<file path="src/rtl/mips32_shift_pkg.sv">
// Shared definitions for the MIPS32 multi-cycle shift sequencer:
// shift-op encoding and the controller state type.
package mips32_shift_pkg;

    // Shift select encoding carried on req_op
    localparam logic [1:0] SHIFT_NONE = 2'd0;
    localparam logic [1:0] SHIFT_SLL  = 2'd1;
    localparam logic [1:0] SHIFT_SR   = 2'd2;
    localparam logic [1:0] SHIFT_ROR  = 2'd3;

    // Controller states
    typedef enum logic [1:0] {
        IDLE  = 2'd0,
        SHIFT = 2'd1,
        DONE  = 2'd2
    } shift_state_e;

endpackage

</file>
<file path="src/rtl/mips32_shift_stage.sv">
// Single combinational shift stage: shifts by 0..STEP positions for
// logic-left, right (arith/logic fill) and rotate-right, then selects by op.
// AMT_W is the width needed to carry a step amount of 0..STEP.
module mips32_shift_stage
    import mips32_shift_pkg::*;
#(
    parameter int DATAWIDTH = 32,
    parameter int AMT_W     = 4
) (
    input  logic [DATAWIDTH-1:0] data,
    input  logic [1:0]           op,
    input  logic                 arith,
    input  logic [AMT_W-1:0]     amt,
    output logic [DATAWIDTH-1:0] result
);

    logic                 fill;
    logic [DATAWIDTH-1:0] sll_res;
    logic [DATAWIDTH-1:0] sr_res;
    logic [DATAWIDTH-1:0] ror_res;

    // Compute all three shifted forms and pick the requested one.
    // Right shift and rotate are taken from the low half of a double-width
    // word whose top half holds the fill bits (or the operand itself).
    always_comb begin
        fill    = arith & data[DATAWIDTH-1];
        sll_res = data << amt;
        sr_res  = DATAWIDTH'({{DATAWIDTH{fill}}, data} >> amt);
        ror_res = DATAWIDTH'({data, data} >> amt);
        case (op)
            SHIFT_SLL: result = sll_res;
            SHIFT_SR:  result = sr_res;
            SHIFT_ROR: result = ror_res;
            default:   result = data;
        endcase
    end

endmodule

</file>
<file path="src/rtl/mips32_shift_ctrl.sv">
// Multi-cycle shift sequencer. Accepts one request (valid/ready), walks the
// shift amount down at most STEP bits per cycle through one shift stage, then
// holds the result on a valid/ready response port until consumed.
// Handshakes: a transfer occurs on a rising clk edge where valid and ready are
// both high; valid/data stay stable while ready is low.
// Optional: define MIPS32_SHIFT_CTRL_STATS_EN to add stat_ops/stat_cycles.
module mips32_shift_ctrl
    import mips32_shift_pkg::*;
#(
    parameter  int DATAWIDTH = 32,
    parameter  int STEP      = 8,
    localparam int SHAMT_W   = $clog2(DATAWIDTH)
) (
    input  logic                 clk,
    input  logic                 rst,
    input  logic                 req_valid,
    output logic                 req_ready,
    input  logic [1:0]           req_op,
    input  logic                 req_arith,
    input  logic [SHAMT_W-1:0]   req_shamt,
    input  logic [DATAWIDTH-1:0] req_data,
    output logic                 rsp_valid,
    input  logic                 rsp_ready,
    output logic [DATAWIDTH-1:0] rsp_data,
    output logic                 busy
`ifdef MIPS32_SHIFT_CTRL_STATS_EN
    ,
    output logic [15:0]          stat_ops,
    output logic [31:0]          stat_cycles
`endif
);

    localparam int AMT_W = $clog2(STEP + 1);

    shift_state_e         state;
    logic [DATAWIDTH-1:0] data_q;
    logic [1:0]           op_q;
    logic                 arith_q;
    logic [SHAMT_W-1:0]   rem_q;
    logic [DATAWIDTH-1:0] rsp_data_q;

    logic [AMT_W-1:0]     step_amt;
    logic                 last_step;
    logic [DATAWIDTH-1:0] stage_out;

    // Per-cycle step is min(rem, STEP); the step that exhausts rem is the last.
    always_comb begin
        last_step = (32'(rem_q) <= STEP);
        if (last_step) begin
            step_amt = AMT_W'(rem_q);
        end else begin
            step_amt = AMT_W'(STEP);
        end
    end

    mips32_shift_stage #(
        .DATAWIDTH (DATAWIDTH),
        .AMT_W     (AMT_W)
    ) u_stage (
        .data   (data_q),
        .op     (op_q),
        .arith  (arith_q),
        .amt    (step_amt),
        .result (stage_out)
    );

    // Sequencer: accept in IDLE, iterate in SHIFT, hold result in DONE.
    always_ff @(posedge clk or posedge rst) begin
        if (rst) begin
            state      <= IDLE;
            data_q     <= '0;
            op_q       <= SHIFT_NONE;
            arith_q    <= 1'b0;
            rem_q      <= '0;
            rsp_data_q <= '0;
        end else begin
            case (state)
                IDLE: begin
                    if (req_valid) begin
                        data_q  <= req_data;
                        op_q    <= req_op;
                        arith_q <= req_arith;
                        rem_q   <= req_shamt;
                        if (req_shamt == '0 || req_op == SHIFT_NONE) begin
                            state      <= DONE;
                            rsp_data_q <= req_data;
                        end else begin
                            state <= SHIFT;
                        end
                    end
                end
                SHIFT: begin
                    data_q <= stage_out;
                    rem_q  <= rem_q - SHAMT_W'(step_amt);
                    if (last_step) begin
                        state      <= DONE;
                        rsp_data_q <= stage_out;
                    end
                end
                DONE: begin
                    if (rsp_ready) begin
                        state <= IDLE;
                    end
                end
                default: state <= IDLE;
            endcase
        end
    end

    // Handshake and status outputs decode straight from the state register.
    always_comb begin
        req_ready = (state == IDLE);
        busy      = (state != IDLE);
        rsp_valid = (state == DONE);
        rsp_data  = rsp_data_q;
    end

`ifdef MIPS32_SHIFT_CTRL_STATS_EN
    // Activity counters: completed responses and busy cycles, both wrapping.
    always_ff @(posedge clk or posedge rst) begin
        if (rst) begin
            stat_ops    <= '0;
            stat_cycles <= '0;
        end else begin
            if (state == DONE && rsp_ready) begin
                stat_ops <= stat_ops + 16'd1;
            end
            if (state != IDLE) begin
                stat_cycles <= stat_cycles + 32'd1;
            end
        end
    end
`endif

endmodule

</file>
<file path="config.mk">
export PLATFORM = sky130hd
export DESIGN_NAME = mips32_shift_ctrl
export DESIGN_NICKNAME = d
export VERILOG_FILES = /design/src/rtl/mips32_shift_pkg.sv /design/src/rtl/mips32_shift_stage.sv /design/src/rtl/mips32_shift_ctrl.sv
export SDC_FILE = /design/constraint.sdc
export NUM_CORES = 1
export LEC_CHECK = 0
export CAP_MARGIN = 40
export CORE_ASPECT_RATIO = 0.9
export CORE_MARGIN = 4
export CORE_UTILIZATION = 59
export DETAILED_ROUTE_END_ITERATION = 10
export PLACE_DENSITY = 0.8
export SLEW_MARGIN = 20
export SYNTH_ARGS = -nofsm -noshare
export SYNTH_HDL_FRONTEND = slang
export SYNTH_HIERARCHICAL = 1
export SYNTH_SLANG_ARGS = --single-unit
</file>
<file path="constraint.sdc">
create_clock -name clk -period 3.9 [get_ports clk]
set_input_delay 0.78 -clock clk [delete_from_list [all_inputs] [get_ports clk]]
set_output_delay 0.78 -clock clk [all_outputs]
set_load 0.02 [all_outputs]
</file>
Word-level counts from Yosys, hierarchy flattened --
Cells that the tools add are included. W data, S select, Z words.
Storage, ports and cells: bits in registers 74, input port bits 44, word-level logic and storage cells 46
Operators by class: add/sub/neg operators 1, order comparisons 1, equal/unequal tests 9, shift operators 3, mux-type cells 15, bitwise operators 1, reductions and logical operators 10
Operators by type and width (count):
- $mux W32 | 4
- $pmux W32 S2 | 2
- $shr A64 B4 Y32 | 2
- $pmux W32 S3 | 1
- $shl A32 B4 Y32 | 1
- $pmux W5 S2 | 1
- $mux W2 | 4
- $eq A2 B2 Y1 const B | 3
- $pmux W2 S3 | 1
- $le A5 B4 Y1 const B | 1
- $logic_not A5 Y1 | 1
- $mux W5 | 1
- $sub A5 B4 Y5 | 1
- $eq A2 B1 Y1 const B | 2
- $logic_not A2 Y1 | 2
- $mux W4 | 1
- $ne A2 B1 Y1 const B | 2
- $ne A2 B2 Y1 const B | 2
- $reduce_and A2 Y1 | 2
- $reduce_and A4 Y1 | 1
- $reduce_bool A2 Y1 | 2
- $reduce_and A3 Y1 | 1
- $and A1 B1 Y1 | 1
- $logic_or A1 B1 Y1 | 1

Depth between registers and ports, before layout --
Gate-level depths: netlist of the first run.
depth after elaboration 6, depth in mapped cells 15, gate-level depth less buffers 11

By module --
The synthesis of the first run kept the hierarchy.
Modules (own cells, without submodules):
- mips32_shift_stage | instances 1, cells an instance 529, area each 3962.6 um^2, sequential area each 0.0 um^2
- mips32_shift_ctrl | instances 1, cells an instance 341, area each 3611.0 um^2, sequential area each 1851.8 um^2

Worst setup path before layout of the first run --
OpenSTA, ideal clock, no wires.
path type reg-to-reg, from register rem_q[2], to register rsp_data_q[27], in the netlist rsp_data[27], library setup time 125 ps, data arrival time 3235 ps, path slack 539 ps, cell stages (with the launch flop) 13, buffers on the path 1, cell sequence dfrtp_1 > or3_1 > a21oi_2 > and2_1 > buf_6 > mux2_4 > mux4_2 > a222oi_1 > o21ai_1 > or3_1 > nand2_1 > nand2_1 > mux2_4
Between the ends: word-level cells in the longest chain between the ends 6, elaborated cells between the ends (all ways) 10, those cells by class order compare: 1; eq/ne: 1; shift: 3; mux: 4; reduce/logical: 1
RTL lines:
- from (decl) | line mips32_shift_ctrl.sv:39 | logic [SHAMT_W-1:0] rem_q;
- from (signal assigned) | line mips32_shift_ctrl.sv:83 | rem_q <= req_shamt;
- from (signal assigned) | line mips32_shift_ctrl.sv:94 | rem_q <= rem_q - SHAMT_W'(step_amt);
- $le A5 B4 Y1 | line mips32_shift_ctrl.sv:48 | last_step = (32'(rem_q) <= STEP);
- $mux W4 (*) | line mips32_shift_ctrl.sv:49 | if (last_step) begin
- named net step_amt[2] | line mips32_shift_ctrl.sv:42 | logic [AMT_W-1:0] step_amt;
- $shr A64 B4 Y32 (tied with other cells) | line mips32_shift_stage.sv:29 | ror_res = DATAWIDTH'({data, data} >> amt);
- $pmux W32 S3 (*) | line mips32_shift_stage.sv:30 | case (op)
- named net stage_out[27] | line mips32_shift_ctrl.sv:44 | logic [DATAWIDTH-1:0] stage_out;
- $mux W32 (*) | line mips32_shift_ctrl.sv:95 | if (last_step) begin
- $pmux W32 S2 (*) | line mips32_shift_ctrl.sv:77 | case (state)
- to (signal assigned) | line mips32_shift_ctrl.sv:86 | rsp_data_q <= req_data;
- to (signal assigned) | line mips32_shift_ctrl.sv:97 | rsp_data_q <= stage_out;
- to (decl) | line mips32_shift_ctrl.sv:40 | logic [DATAWIDTH-1:0] rsp_data_q;
The timed path passes the listed nets; every way through them passes the cells marked *. The select of a mux whose other input is x is not followed. A chain may end at the register's enable or synchronous reset.

Final worst setup path of the first run --
from register rem_q[2], to register rsp_data_q[16], in the netlist rsp_data[16]
The elaborated chain is that of the path after synthesis.

==> flow_summary.json, run 1 <==
{
  "drcViolationCount": 2,
  "worstPathRequired_ns": 4.19,
  "power.leakage_nw": 3.72,
  "dr.pass1.iters": 11,
  "path_max_fanout": 36,
  "clk_pin_slew_ns": 0.07,
  "period_minus_slack_ns": 3.66,
  "cp.buffers_inverters": 1,
  "ys_seq_elements": 74,
  "syn_area_um2": 7570,
  "hold_depth": 2,
  "port_buffers": 78,
  "syn-num-nets": 915,
  "crit_top_cell": "nand2_1",
  "vias": 8296,
  "antenna_left": 0,
  "min_from": "arith_q",
  "timing.max_cap.violations": 0,
  "fin_tns_setup_ns": 0,
  "period_share_pct": 93.9,
  "rows": 38,
  "crit_cells": 12,
  "grt-ovfl-total": 0,
  "die_area_um2": 14700,
  "critPathArrivalTime_ns": 3.96,
  "drt_iter0_drc": 1461,
  "path_class": "reg -> reg",
  "crit_family": "compound AO/OA/AOI/OAI gates",
  "hold_viol_final": 0,
  "reg2reg_depth": 12,
  "yosysTopAreaCell": "dfrtp_1",
  "cts_resized": 0,
  "wire_per_inst_um": 27.7,
  "clock_tree.root_cell": "clkbuf_16",
  "antenna_found_initial": 0,
  "max_slew.worst_pin.slew_ns": 0.913,
  "fillCellCount": 880,
  "start_util_pct": 61.5,
  "status": "finished, violations left",
  "grt_pass1_vias": 7978,
  "synthFlopType": "dfrtp_1",
  "via_per_inst": 7.56,
  "cts-htree-levels": 3,
  "synth.distinct_cells": 69,
  "ys_top_cells_by_count": "nand2_1 (167), mux2i_1 (90), dfrtp_1 (74), nor2_1 (52), clkbuf_1 (48)",
  "violations": "design-rule violations",
  "track_usage_pct": 41.6,
  "routed_wl_um": 30400,
  "grt_max_degree": 52,
  "hold_buffers": 0,
  "synthCells": 870,
  "area_delta_synth_final_pct": 18.6,
  "synth_top_area_share_pct": 24.5,
  "hold_ws_ns": 0.497,
  "antenna_cells": 0,
  "holdCritPathClass": "reg -> reg",
  "yosys.cell_count.top_type": "nand2_1",
  "yosys-top-cells-area": "dfrtp_1 (24%), mux2i_1 (12%), mux4_2 (8.6%)",
  "synth_enable_flop_cells": 0,
  "maxSlewHeadroom_pct": 38.9,
  "yosys_warnings": 6,
  "reg2reg_setup_slack_ns": 0.24,
  "startpoint_type": "flip-flop",
  "gp_congestion": 1.09,
  "cts.path.max_buffers": 2,
  "hold_end": "arith_q",
  "dieHeight_um": 115,
  "powerDensity_nw_per_um2": 1120,
  "max_stage_delay_ns": 0.46,
  "cp_cell_sequence": "or3_1, a21oi_2, and2_2, buf_4, nor2_1, a22o_1, a311oi_1, o221ai_1, o22ai_1, nand2_1, nand2_1, mux2_4",
  "cts_sinks": 74,
  "nNetsFinal": 978,
  "slew_viol_final": 0,
  "r2r-start": "rem_q[2]",
  "max_freq_mhz": 273,
  "clock_latency_ns": 0.35,
  "avgSynthCellArea_um2": 8.71,
  "coreArea_um2": 12300,
  "hpwl_um": 21800,
  "rsz0062_at_grt": "no",
  "ys_seq_area_share_pct": 24.5,
  "numCtsBuffers": 9,
  "cts_setup_buffers": 0,
  "r2r_end": "rsp_data[16]",
  "setup-violations-final": 0,
  "finClkSkew_ns": 0.00824,
  "grt_pass1_wl_um": 47300,
  "tritoncts": "built",
  "io_pins": 79,
  "die_x_um": 127,
  "drive_gt1_share_pct": 19.6,
  "critPathSlowestCell": "dfrtp_1",
  "cp-end-kind": "flip-flop",
  "vdd_ir_drop_max_uv": 744,
  "ys_async_sr_fraction_pct": 100
}
logic make-up after synthesis:
logic type	synth area share, %
adder cells (fa/ha/maj)	0.165
other	0.0495
AND/OR/NAND/NOR	16.6
multiplexers	32.8
buffers and inverters	5.60
AO/OA/AOI/OAI	20.4
flip-flops	24.5
registers in the layout, indices dropped and copies added (netlist names):
name      cells
rsp_data     32
data_q       32
arith_q       1
state         2
rem_q         5
op_q          2
metal layers:
layer	GRT usage, %	part of all wire [%]	up-vias
met1	57.0	39	3939
li1	-	-	3395
met2	60.1	41	806
met3	14.7	15	154
met5	0	0.13	-
met4	17.4	5.1	2
how the worst max path moves through the flow:
stage / startpoint / to / slack, ns
4_1_cts: rem_q[2] / rsp_data[31] / 0.34
2_1_floorplan: rem_q[2] / rsp_data[27] / 0.54
3_3_place_gp: rem_q[2] / rsp_data[27] / 0.46
3_5_place_dp: rem_q[2] / rsp_data[31] / 0.37
5_1_grt: rem_q[2] / rsp_data[16] / 0.12
6_report: rem_q[2] / rsp_data[16] / 0.24
layout by cell type (no fill, tap or decap), types with 5 or more instances in the layout:
cell type,n
mux2_4,32
mux2_2,31
o211ai_1,12
clkbuf_16,9
a21oi_1,24
nor2_1,50
nand2_1,167
dfrtp_1,74
clkdlybuf4s50_1,78
mux2i_1,90
a222oi_1,6
o21ai_1,14
o22ai_1,25
a32oi_1,5
buf_4,50
and2_1,7
mux4_2,29
nor2b_1,8
nand2b_1,5
mux2_1,9
inv_2,6
nor3_1,9
o221ai_1,5
a22oi_1,16
o21ai_0,45
nand3_1,10
a31oi_1,7
a221oi_1,9
inv_1,7
a211oi_1,11
report_power, final:
group	total [W]	switching [W]	internal (W)
logic	0.00722	0.00412	0.00310
clock network	0.000849	0.000393	0.000456
registers	0.00198	0.000829	0.00115
cell type report:
type	count	area (um2)	share of cell area, %
multi-input combinational	702	5330	59.3
sequential	74	1850	20.6
timing repair buffer	133	1260	14.1
clock buffer	10	239	2.66
tap	160	200	2.23
clock inverter	6	50.0	0.557
inverter	13	48.8	0.543
worst min-delay path, stage by stage (launching register included):
cell and delay (ns):
dfrtp_1 0.36, nand2_1 0.05, nand2_1 0.06
per-stage QoR:
step	utilization, %	instance area (um2)	std cells	setup WS, ns	total power (W)
finish	72.9	8980	1098	0.237	0.0101
global route	72.9	8980	1098	0.118	0.0104
CTS	72.9	8980	1098	0.342	0.00965
detailed placement	70.6	8690	1082	0.374	0.00873
global placement	70.4	8660	1081	0.462	0.00856
floorplan	-	7570	870	0.539	0.00622
No activity file was read; power rests on OpenSTA's default activity.
==> run 2, diff against run 1 <==
--- a/config.mk
+++ b/config.mk
@@ -8,10 +8,11 @@
 export CAP_MARGIN = 40
 export CORE_ASPECT_RATIO = 0.9
 export CORE_MARGIN = 4
-export CORE_UTILIZATION = 59
+export CORE_UTILIZATION = 60
+export CTS_BUF_LIST = sky130_fd_sc_hd__clkbuf_4
 export DETAILED_ROUTE_END_ITERATION = 10
-export PLACE_DENSITY = 0.8
-export SLEW_MARGIN = 20
+export PLACE_DENSITY = 0.81
+export SLEW_MARGIN = 5
 export SYNTH_ARGS = -nofsm -noshare
 export SYNTH_HDL_FRONTEND = slang
 export SYNTH_HIERARCHICAL = 1
==> run 2 against run 1 <==
Against the previous run:
- sequential power is 5% lower
- clock skew is 0.012 ns higher
- clock-buffer cell count is the same
- clock power decreased by 31%
- sequential share of layout area is 0.59 points higher
- total power shrank 6.9%
- largest power group unchanged
- the run now ends clean
- fmax fell by 2.3%
- routed wire length down 7.1%
- register-to-register slack lost 0.09 ns
- non-clock buffer count shrank 16
==> flow_summary.json, run 2 (same netlist as run 1, synthesis figures left out) <==
{
  "status": "finished, final reports clean",
  "holdCritPathClass": "reg -> reg",
  "cp-end-kind": "flip-flop",
  "multi_input_area_um2": 5330,
  "clk_pin_slew_ns": 0.14,
  "numCtsBuffers": 9,
  "cts_sinks": 74,
  "hold_viol_final": 0,
  "dr.pass1.iters": 8,
  "critPathArrivalTime_ns": 4.13,
  "antenna_found_initial": 0,
  "drive_gt1_share_pct": 18.0,
  "clock_tree.root_cell": "clkbuf_4",
  "port_buffers": 78,
  "grt-ovfl-total": 0,
  "layout_common_cells": "nand2_1 (167), mux2i_1 (90), clkdlybuf4s50_1 (78)",
  "grt_pass1_wl_um": 42900,
  "hold_buffers": 0,
  "worstPathRequired_ns": 4.28,
  "die_area_um2": 14500,
  "period_minus_slack_ns": 3.75,
  "grt_max_degree": 65,
  "die_x_um": 126,
  "max_slew.worst_pin.slew_ns": 0.840,
  "io_pins": 79,
  "period_share_pct": 96.2,
  "clock_latency_ns": 0.48,
  "grt_pass1_vias": 7428,
  "setup-violations-final": 0,
  "antenna_cells": 0,
  "area_delta_synth_final_pct": 15.3,
  "via_per_inst": 7.29,
  "powerDensity_nw_per_um2": 1070,
  "seq_area_um2": 1850,
  "fin_tns_setup_ns": 0,
  "vdd_ir_drop_max_uv": 794,
  "crit_top_cell": "nand2_1",
  "hold_ws_ns": 0.508,
  "slew_viol_final": 0,
  "gp_congestion": 1.14,
  "timing.max_cap.violations": 0,
  "path_class": "reg -> reg",
  "dieHeight_um": 115,
  "vias": 7888,
  "drcViolationCount": 0,
  "cts-htree-levels": 3,
  "critPathSlowestCell": "o311ai_0",
  "nNetsFinal": 962,
  "cts.path.max_buffers": 2,
  "maxSlewHeadroom_pct": 43.8,
  "max_freq_mhz": 267,
  "wire_per_inst_um": 26.1,
  "coreArea_um2": 12200,
  "power.leakage_nw": 3.60,
  "start_util_pct": 62.0,
  "antenna_left": 0,
  "max_stage_delay_ns": 0.56,
  "tritoncts": "built",
  "cp_cell_sequence": "or3_1, a21oi_4, and2_4, buf_12, inv_2, and3_1, o311ai_0, a22oi_1, nand2_1, nand2_1, mux2_4",
  "routed_wl_um": 28300,
  "fillCellCount": 943,
  "rsz0062_at_grt": "no",
  "startpoint_type": "flip-flop",
  "final_common_cell": "nand2_1",
  "finClkSkew_ns": 0.0205,
  "track_usage_pct": 38.0,
  "path_max_fanout": 64,
  "drt_iter0_drc": 1292,
  "hpwl_um": 19800,
  "rows": 38
}
-- run 2: through the flow --
stage               area, um2  utilization [%]  setup slack, ns  total power [W]  cells
floorplan                7570                -            0.539          0.00622    870
detailed placement       8540             69.9            0.143          0.00840   1063
CTS                      8700             71.2            0.116          0.00901   1079
finish                   8730             71.5            0.149          0.00936   1082
global placement         8540             69.9            0.203          0.00826   1063
global route             8730             71.5           0.0378          0.00972   1082
-- run 2: where the power goes --
group,total [W],internal (W),switching (W)
Clock,0.000582,0.000269,0.000313
Sequential,0.00188,0.00115,0.000733
Combinational,0.00689,0.00294,0.00395
Total,0.00936,0.00436,0.00500
-- run 2: metal layers --
metal	up-vias	global-route usage (%)	part of all wire, %
met5	-	0	0
met4	0	14.7	4.9
met3	142	10.8	13
met2	679	57.5	44
met1	3714	51.8	38
li1	3353	-	-
-- run 2: final cells by class --
type                    count  share of cell area (%)
clock inverters             6                    1.02
multi-input cells         702                    61.1
flip-flops and latches     74                    21.2
repair buffers            117                    13.0
well taps                 160                    2.29
inverters                  13                   0.559
clock buffers              10                   0.860
-- run 2: worst paths after layout --
check / from / end / slack (ns) / cells after the start
min: arith_q / arith_q / 0.51 / 2
max reg2reg: rem_q[2] / rsp_data[12] / 0.15 / 11
max in group asynchronous: rst / data_q[2] / 2.47 / 3
min in group asynchronous: rst / rsp_data[17] / 0.75 / 2
min reg2reg: arith_q / arith_q / 0.51 / 2
max: rem_q[2] / rsp_data[12] / 0.15 / 11
-- run 2: timing repair --
| item | CTS | global route |
|---|---|---|
| endpoints found under the setup margin | 0 | 4 |
| setup buffers | 0 | 3 |
| resized for setup | 0 | 2 |
-- run 2: worst max-delay path: cells and delay by family, from the launching register on --
kind | cells | cell delay, ns
and+or+nand+nor | 5 | 1.21
buffers and inverters | 2 | 0.62
AOI/OAI and AO/OA | 3 | 1.02
DFF | 1 | 0.47
muxes | 1 | 0.26
